### config.mk
export PLATFORM = sky130hd
export DESIGN_NAME = fetch_queue
export DESIGN_NICKNAME = d
export VERILOG_FILES = /design/src/rtl/fetch_queue.sv
export SDC_FILE = /design/constraint.sdc
export NUM_CORES = 1
export LEC_CHECK = 0
export CORE_MARGIN = 10
export CORE_UTILIZATION = 51
export CTS_CLUSTER_DIAMETER = 200
export CTS_CLUSTER_SIZE = 8
export DETAILED_ROUTE_END_ITERATION = 10
export GPL_ROUTABILITY_DRIVEN = 0
export GPL_TIMING_DRIVEN = 0
export PLACE_DENSITY = 0.81
export SLEW_MARGIN = 10
export SYNTH_ARGS = -nofsm -noshare
export SYNTH_HDL_FRONTEND = slang
export SYNTH_SLANG_ARGS = --single-unit
### constraint.sdc
create_clock -name clk -period 4.7 [get_ports clk]
set_clock_uncertainty 0.15 [all_clocks]
set_input_delay 0.47 -clock clk [delete_from_list [all_inputs] [get_ports clk]]
set_output_delay 0.47 -clock clk [all_outputs]
set_load 0.02 [all_outputs]
### src/rtl/fetch_queue.sv
// Instruction fetch queue: credit-based request issue, in-order response capture, redirect flush.
// Define FETCH_QUEUE_BYPASS_EN to forward a response straight to decode when the queue is empty.
module fetch_queue #(
  parameter int          DEPTH    = 4,
  parameter logic [31:0] RESET_PC = 32'h0000_0000
) (
  input  logic        clk,
  input  logic        reset,
  output logic        imem_req_valid,
  input  logic        imem_req_ready,
  output logic [31:0] imem_req_addr,
  input  logic        imem_rsp_valid,
  input  logic [31:0] imem_rsp_data,
  output logic [31:0] InstrF,
  output logic [31:0] PCF,
  output logic        InstrValidF,
  input  logic        StallF,
  input  logic        redirect,
  input  logic [31:0] redirect_pc
);
  localparam int          AW  = (DEPTH > 1) ? $clog2(DEPTH) : 1;
  localparam int          CW  = $clog2(DEPTH + 1);
  localparam logic [31:0] NOP = 32'h0000_0013;
  localparam logic [CW+1:0] DEPTH_C = (CW+2)'(DEPTH);

  logic [31:0]   fetch_pc_q, fetch_pc_d;
  logic [31:0]   rsp_pc_q, rsp_pc_d;   // address of the next kept response
  logic [CW-1:0] occ_q, occ_d, inflight_q, inflight_d, drop_q, drop_d;
  logic [AW-1:0] head_q, head_d, tail_q, tail_d;
  logic [31:0]   pc_mem_q    [DEPTH];
  logic [31:0]   instr_mem_q [DEPTH];

  logic [CW+1:0] used;
  logic req_hs, rsp_kept, rsp_drop, byp, push, pop, rsp_any;

  always_comb begin
    used           = (CW+2)'(occ_q) + (CW+2)'(inflight_q) + (CW+2)'(drop_q);
    imem_req_valid = reset && !redirect && (used < DEPTH_C);
    imem_req_addr  = fetch_pc_q;
    req_hs         = imem_req_valid && imem_req_ready;
    rsp_drop       = imem_rsp_valid && (drop_q != '0);
    rsp_kept       = imem_rsp_valid && (drop_q == '0) && (inflight_q != '0) && !redirect;
    rsp_any        = imem_rsp_valid && ((drop_q != '0) || (inflight_q != '0));
`ifdef FETCH_QUEUE_BYPASS_EN
    byp            = rsp_kept && (occ_q == '0) && !StallF;
`else
    byp            = 1'b0;
`endif
    InstrValidF = (occ_q != '0) || byp;
    if (occ_q != '0) begin
      InstrF = instr_mem_q[head_q];
      PCF    = pc_mem_q[head_q];
    end else if (byp) begin
      InstrF = imem_rsp_data;
      PCF    = rsp_pc_q;
    end else begin
      InstrF = NOP;
      PCF    = fetch_pc_q;
    end
    pop  = (occ_q != '0) && !StallF && !redirect;
    push = rsp_kept && !byp;

    fetch_pc_d = fetch_pc_q;
    rsp_pc_d   = rsp_pc_q;
    occ_d      = occ_q;
    inflight_d = inflight_q;
    drop_d     = drop_q;
    head_d     = head_q;
    tail_d     = tail_q;
    if (redirect) begin
      // Everything still owed by memory becomes drop credit, minus a response landing now.
      fetch_pc_d = redirect_pc & 32'hFFFF_FFFC;
      rsp_pc_d   = redirect_pc & 32'hFFFF_FFFC;
      occ_d      = '0;
      inflight_d = '0;
      head_d     = '0;
      tail_d     = '0;
      drop_d     = drop_q + inflight_q - CW'(rsp_any);
    end else begin
      if (req_hs)   fetch_pc_d = fetch_pc_q + 32'd4;
      if (rsp_kept) rsp_pc_d   = rsp_pc_q + 32'd4;
      inflight_d = inflight_q + CW'(req_hs) - CW'(rsp_kept);
      drop_d     = drop_q - CW'(rsp_drop);
      occ_d      = occ_q + CW'(push) - CW'(pop);
      if (pop)  head_d = head_q + AW'(1);
      if (push) tail_d = tail_q + AW'(1);
    end
  end

  always_ff @(posedge clk or negedge reset) begin
    if (!reset) begin
      fetch_pc_q <= RESET_PC;
      rsp_pc_q   <= RESET_PC;
      occ_q      <= '0;
      inflight_q <= '0;
      drop_q     <= '0;
      head_q     <= '0;
      tail_q     <= '0;
    end else begin
      fetch_pc_q <= fetch_pc_d;
      rsp_pc_q   <= rsp_pc_d;
      occ_q      <= occ_d;
      inflight_q <= inflight_d;
      drop_q     <= drop_d;
      head_q     <= head_d;
      tail_q     <= tail_d;
    end
  end

  // Storage is qualified by occ, so it needs no reset.
  always_ff @(posedge clk) begin
    if (push && !redirect) begin
      pc_mem_q[tail_q]    <= rsp_pc_q;
      instr_mem_q[tail_q] <= imem_rsp_data;
    end
  end
endmodule

Yosys cells after proc, flatten, opt, wreduce, memory -nomap -nowiden
Memories as Yosys holds them, arrays and structs flattened.
Cells that the tools add are included.

operators by class
  muxes and demuxes = 15
  magnitude comparators = 1
  reduce and logical (&&, ||, !) cells = 21
  add/sub/neg operators = 13

operators with widths
  operator                                                               number
  32-bit 2-to-1 mux                                                      6
  32-bit by 3-bit adder with 32-bit output (second input constant)       2
  3-bit by 1-bit subtractor with 3-bit output                            4
  1-bit logical AND                                                      11
  3-bit 2-to-1 mux                                                       3
  3-bit nonzero test                                                     3
  2-bit 2-to-1 mux                                                       4
  3-bit by 1-bit adder with 3-bit output                                 2
  2-bit nonzero test                                                     3
  4-bit by 3-bit adder with 5-bit output                                 1
  5-bit by 3-bit < comparator with 1-bit output (second input constant)  1
  2-bit by 1-bit adder with 2-bit output (second input constant)         2
  3-bit by 3-bit adder with 4-bit output                                 1
  3-bit adder                                                            1
  3-bit logical NOT                                                      1
  1-bit logical NOT                                                      2
  1-bit 2-to-1 mux                                                       2
  1-bit logical OR                                                       1

word-level totals
  output and inout port bits = 98
  memories kept = 2
  logic and storage cells = 59
  memory bits (writable) = 256
  register bits = 77

memories
  memory       depth  bits a word  read ports  clocked after memory_dff  write ports  RTL line  text
  instr_mem_q  4      32           1           0                         1            31        logic [31:0] instr_mem_q [DEPTH];
  pc_mem_q     4      32           1           0                         1            30        logic [31:0] pc_mem_q [DEPTH];

Depth between registers and ports, before layout
  depth after elaboration = 8
  depth in mapped cells = 16
  mapped depth without buffers = 15

Worst setup path before layout
Ideal clock, no wire load.

  kind = register to register
  start point = register inflight_q[1]
  end point = register inflight_q[2]
  data required time = 4.419 ns
  period minus slack after synthesis = 3.818 ns
  arrival = 3.537 ns
  path slack = 0.882 ns
  cell stages (with the launch flop) = 17
  cell sequence = dfrtp_1 inv_1 fa_1 nor2_1 fa_1 nor2_2 o2111ai_4 nor2_2 inv_1 buf_2 ha_1 inv_1 ha_1 inv_1 fa_1 xnor2_1 nor2_1

between the ends
  cells in the longest elaborated chain, start to end = 8
  elaborated cells on any way between the ends = 11

ends and longest elaborated chain
  what                                             RTL line  text
  from (decl)                                      28        logic [CW-1:0] occ_q, occ_d, inflight_q, inflight_d, drop_q, drop_d;
  from (signal assigned)                           103       inflight_q <= inflight_d;
  3-bit by 3-bit adder with 4-bit output           37        used = (CW+2)'(occ_q) + (CW+2)'(inflight_q) + (CW+2)'(drop_q);
  4-bit by 3-bit adder with 5-bit output           37
  5-bit by 3-bit < comparator with 1-bit output    38        imem_req_valid = reset && !redirect && (used < DEPTH_C);
  1-bit logical AND                                38
  1-bit logical AND                                40        req_hs = imem_req_valid && imem_req_ready;
  3-bit by 1-bit adder with 3-bit output           82        inflight_d = inflight_q + CW'(req_hs) - CW'(rsp_kept);
  3-bit by 1-bit subtractor with 3-bit output (*)  82
  3-bit 2-to-1 mux (*)                             70        if (redirect) begin
  named net inflight_d[2]                          28

Mark *: on every way through the listed nets, which the timed path passes. The rest lies on a longest branch.
A chain may end at the register's enable or synchronous reset.

Worst setup path after layout
Same ends and word-level chain as after synthesis.

==> metrics.md <==
| Metric | Value |
|---|---|
| Worst path bufs/invs | `5` |
| Max-cap violations | `0` |
| Power per Cell Area | `491 nW/µm²` |
| Clock sinks | `between 300 and 400` |
| Vias in the first global route | `between 9000 and 10000` |
| Reg clk slew, reported paths | `roughly 0.050 ns` |
| Internal | `slightly above 6 mW` |
| Highest-count cells in the layout ignoring fill and taps | `248 x edfxtp_1, 159 x clkdlybuf4s50_1, 73 x dfrtp_1` |
| Initial antenna violation count | `2` |
| Skew-Pair Late Insertion Delay | `0.55 ns` |
| Sw frac | `between 20% and 30%` |
| Commonest non-fill, non-tap cell in the layout | `edfxtp_1` |
| Pleak | `6.04 nW` |
| Antenna viol nets, final | `0` |
| Mapped Cells | `873` |
| HP Class | `primary input to asynchronous set/reset pin` |
| Finished Layout Cells | `around 1500` |
| Initial drt markers | `between 700 and 800` |
| Worst vdd ir | `about 400 µV` |
| Main combinational cell family by area after synthesis | `multiplexers` |
| Worst Setup End Kind | `register` |
| Die X-Extent | `roughly 190 µm` |
| Async SR Flop Fraction | `a little under a quarter` |
| # placed instances | `about 1400` |
| I/O pin count | `approximately 170` |
| Status | `finished, final reports clean` |
| Remaining DRCs | `0` |
| Syn Area/Cell | `~16 µm²` |
| H-tree levels | `2` |
| Port bufs | `160` |
| Layout overhead on the synthesized area | `25.3%` |
| Crit path cell chain | `inv_1 -> fa_1 -> nor2_1 -> fa_1 -> nor3b_2 -> o2111ai_4 -> nor2_4 -> inv_1 -> buf_2 -> ha_1 -> inv_1 -> ha_1 -> inv_1 -> fa_1 -> xnor2_1 -> nor2_1` |
| Row count | `60` |
| Worst Path Required | `~5.0 ns` |
| CTS tree | `yes` |
| Slew @ Worst Pin | `around 0.96 ns` |
| Dpl hpwl | `23.7 mm` |
| Final hold violation count | `0` |
| Critical path's top delay family | `adder cells` |
| Per-cell routed wire length | `roughly 24 µm` |
| Comb power frac | `26.6%` |
| Total gr overflow | `0` |
| Worst Path Arrival | `roughly 4.6 ns` |
| Minimum clock period | `between 4 and 5 ns` |
| Setup TNS | `0 ns` |
| Post-Synth Adder-Cell Area | `between 2 and 2.5%` |
| Netlist cell types | `60` |
| P_sw | `between 2 and 3 mW` |
| Initial Util | `between 50% and 60%` |
| Gr usage total | `approximately a fifth` |
| Top cell by count, worst path | `inv_1` |
| EDFF count, synth | `248` |
| Cell at the slowest stage of the critical path | `fa_1` |
| Classification of the worst setup path | `register to register` |
| Max-slew violation count | `0` |
| Fin nets | `1183` |
| Mux share of post-synthesis cell area | `14.0%` |
| Sequential share of the synthesized area | `between 60% and 70%` |
| Drt total wl | `36.0 mm` |
| Longest Clk Path Bufs | `3` |
| Share of power burned in registers | `38.5%` |
| Routed vias | `approximately 8900` |
| Area of the mapped netlist | `around 14000 µm²` |
| First-pass GRT wire length | `54.9 mm` |
| Unrepaired setup endpoints after global routing | `false` |
| Synth Area in Simple Gates | `~9%` |
| Pre-Repair DR Iteration Count | `5` |
| Die Ht | `186 µm` |
| Hold Slack | `around 0.22 ns` |
| Die area | `between 30000 and 40000 µm²` |
| Area fraction in compound gates after synthesis | `about 3.6%` |
| Root buffer cell | `clkbuf_16` |
| Crit Path Max Fanout | `10` |
| Post-synth top flop | `edfxtp_1` |
| Fmax | `approximately 230 MHz` |
| Share of layout cells above drive strength 1 | `approximately 18%` |
| Final period utilization | `slightly above 90%` |
| Register bit total from synthesis | `roughly 320` |
| Final setup vio count | `0` |
| Vias per cell | `5.90` |
| Synth Area in XOR/XNOR | `slightly below 3%` |
| Largest net degree at the start of global routing | `56` |
| Inserted Clock Buffers | `46` |
| YS warnings | `0` |
| Core ar. | `roughly 27000 µm²` |
| Clock power share | `a little over a third` |
| Critical Path Start Type | `register` |
| Rel. slew slack | `35.5%` |
| Total power | `roughly 8.7 mW` |
| Largest stage delay, worst path | `roughly 0.6 ns` |
-- what timing repair did --
action                                  in CTS  in global routing
buffers inserted                             0                  0
resized for setup                            0                  1
endpoints found under the hold margin       20                  0
hold buffers                                 1                  0
endpoints found under the setup margin       0                  1
-- cell type report --
type                            instances  area, µm²
Inverter                               34        128
Multi-Input combinational cell        478       4530
Tap cell                              372        465
Sequential cell                       321       9270
Buffer                                 43        191
Antenna cell                            2       5.00
Clock inverter                          4       42.5
Timing Repair Buffer                  166       1740
Fill cell                            1903       9440
Clock buffer                           82       1290
-- power groups by stage --
| stage | clock [mW] | sequential, mW | combinational, mW |
|---|---|---|---|
| final | 3.02 | 3.33 | 2.31 |
| after detailed placement | 0 | 3.38 | 2.33 |
| after global placement | 0 | 3.37 | 2.29 |
| after floorplan | 0 | 3.36 | 1.35 |
| after CTS | 3.06 | 3.33 | 2.34 |
| after global routing | 3.19 | 3.34 | 2.48 |
-- worst paths after layout --
check | from | end | slack, ns | depth (start not counted)
min in group clk | redirect | rsp_pc_q[30] | 0.36 | 4
max in group asynchronous | reset | inflight_q[2] | 3.57 | 3
setup reg to reg | inflight_q[1] | inflight_q[2] | 0.33 | 16
hold reg to reg | drop_q[2] | drop_q[2] | 0.42 | 2
hold / removal | reset | imem_req_addr[21] | 0.22 | 2
setup / recovery | inflight_q[1] | inflight_q[2] | 0.33 | 16
-- flip-flops by register name (all words and copies together) (netlist names) --
register,count
drop_q,3
head_q,2
tail_q,2
instr_mem_q,128
inflight_q,3
pc_mem_q,120
rsp_pc_q,30
imem_req_addr,30
occ_q,3
-- stage by stage --
stage          worst slack [ns]  cell area (µm²)  util, %
6_report                  0.328            17700     65.2
5_1_grt                  0.0823            17700     65.2
4_1_cts                   0.252            17700     65.1
3_5_place_dp              0.253            16300     60.2
3_3_place_gp              -2.17            16200     59.7
2_1_floorplan             0.882            14100        -
-- kinds of logic (layout without fill, tap and decap cells) --
kind of cell / after synthesis / after routing
AOI/OAI and AO/OA: 72 / 72
xor gates and xnor gates: 48 / 48
adders and majority gates: 23 / 23
buffers and inverters: 77 / 329
DFF: 321 / 321
muxes: 114 / 114
other: 1 / 6
and+or+nand+nor: 217 / 217
-- metal layers --
layer | part of all wire [%] | GRT usage [%]
met3 | 9.7 | 5.41
met1 | 40 | 26.9
met5 | 0.064 | 0
met2 | 48 | 33.7
met4 | 2.5 | 6.84
-- Yosys cell counts, drive strengths merged (7+ instances only) --
cell type | instances | area share (%)
a21o | 7 | 0.37
and2 | 7 | 0.31
and3 | 8 | 0.36
and4 | 8 | 0.50
buf | 20 | 0.75
clkbuf | 23 | 0.61
dfrtp | 73 | 13
edfxtp | 248 | 53
ha | 17 | 1.5
inv | 34 | 0.91
mux2 | 48 | 3.8
mux4 | 62 | 9.9
nand2 | 43 | 1.1
nand3 | 23 | 0.82
nand4 | 17 | 0.80
nor2 | 25 | 0.74
nor2b | 34 | 1.5
nor3 | 18 | 0.85
nor4 | 8 | 0.51
o211ai | 8 | 0.43
o21ai | 26 | 0.92
or3 | 9 | 0.40
xnor2 | 25 | 1.6
xor2 | 23 | 1.4
(Power assumes the default switching activity.)
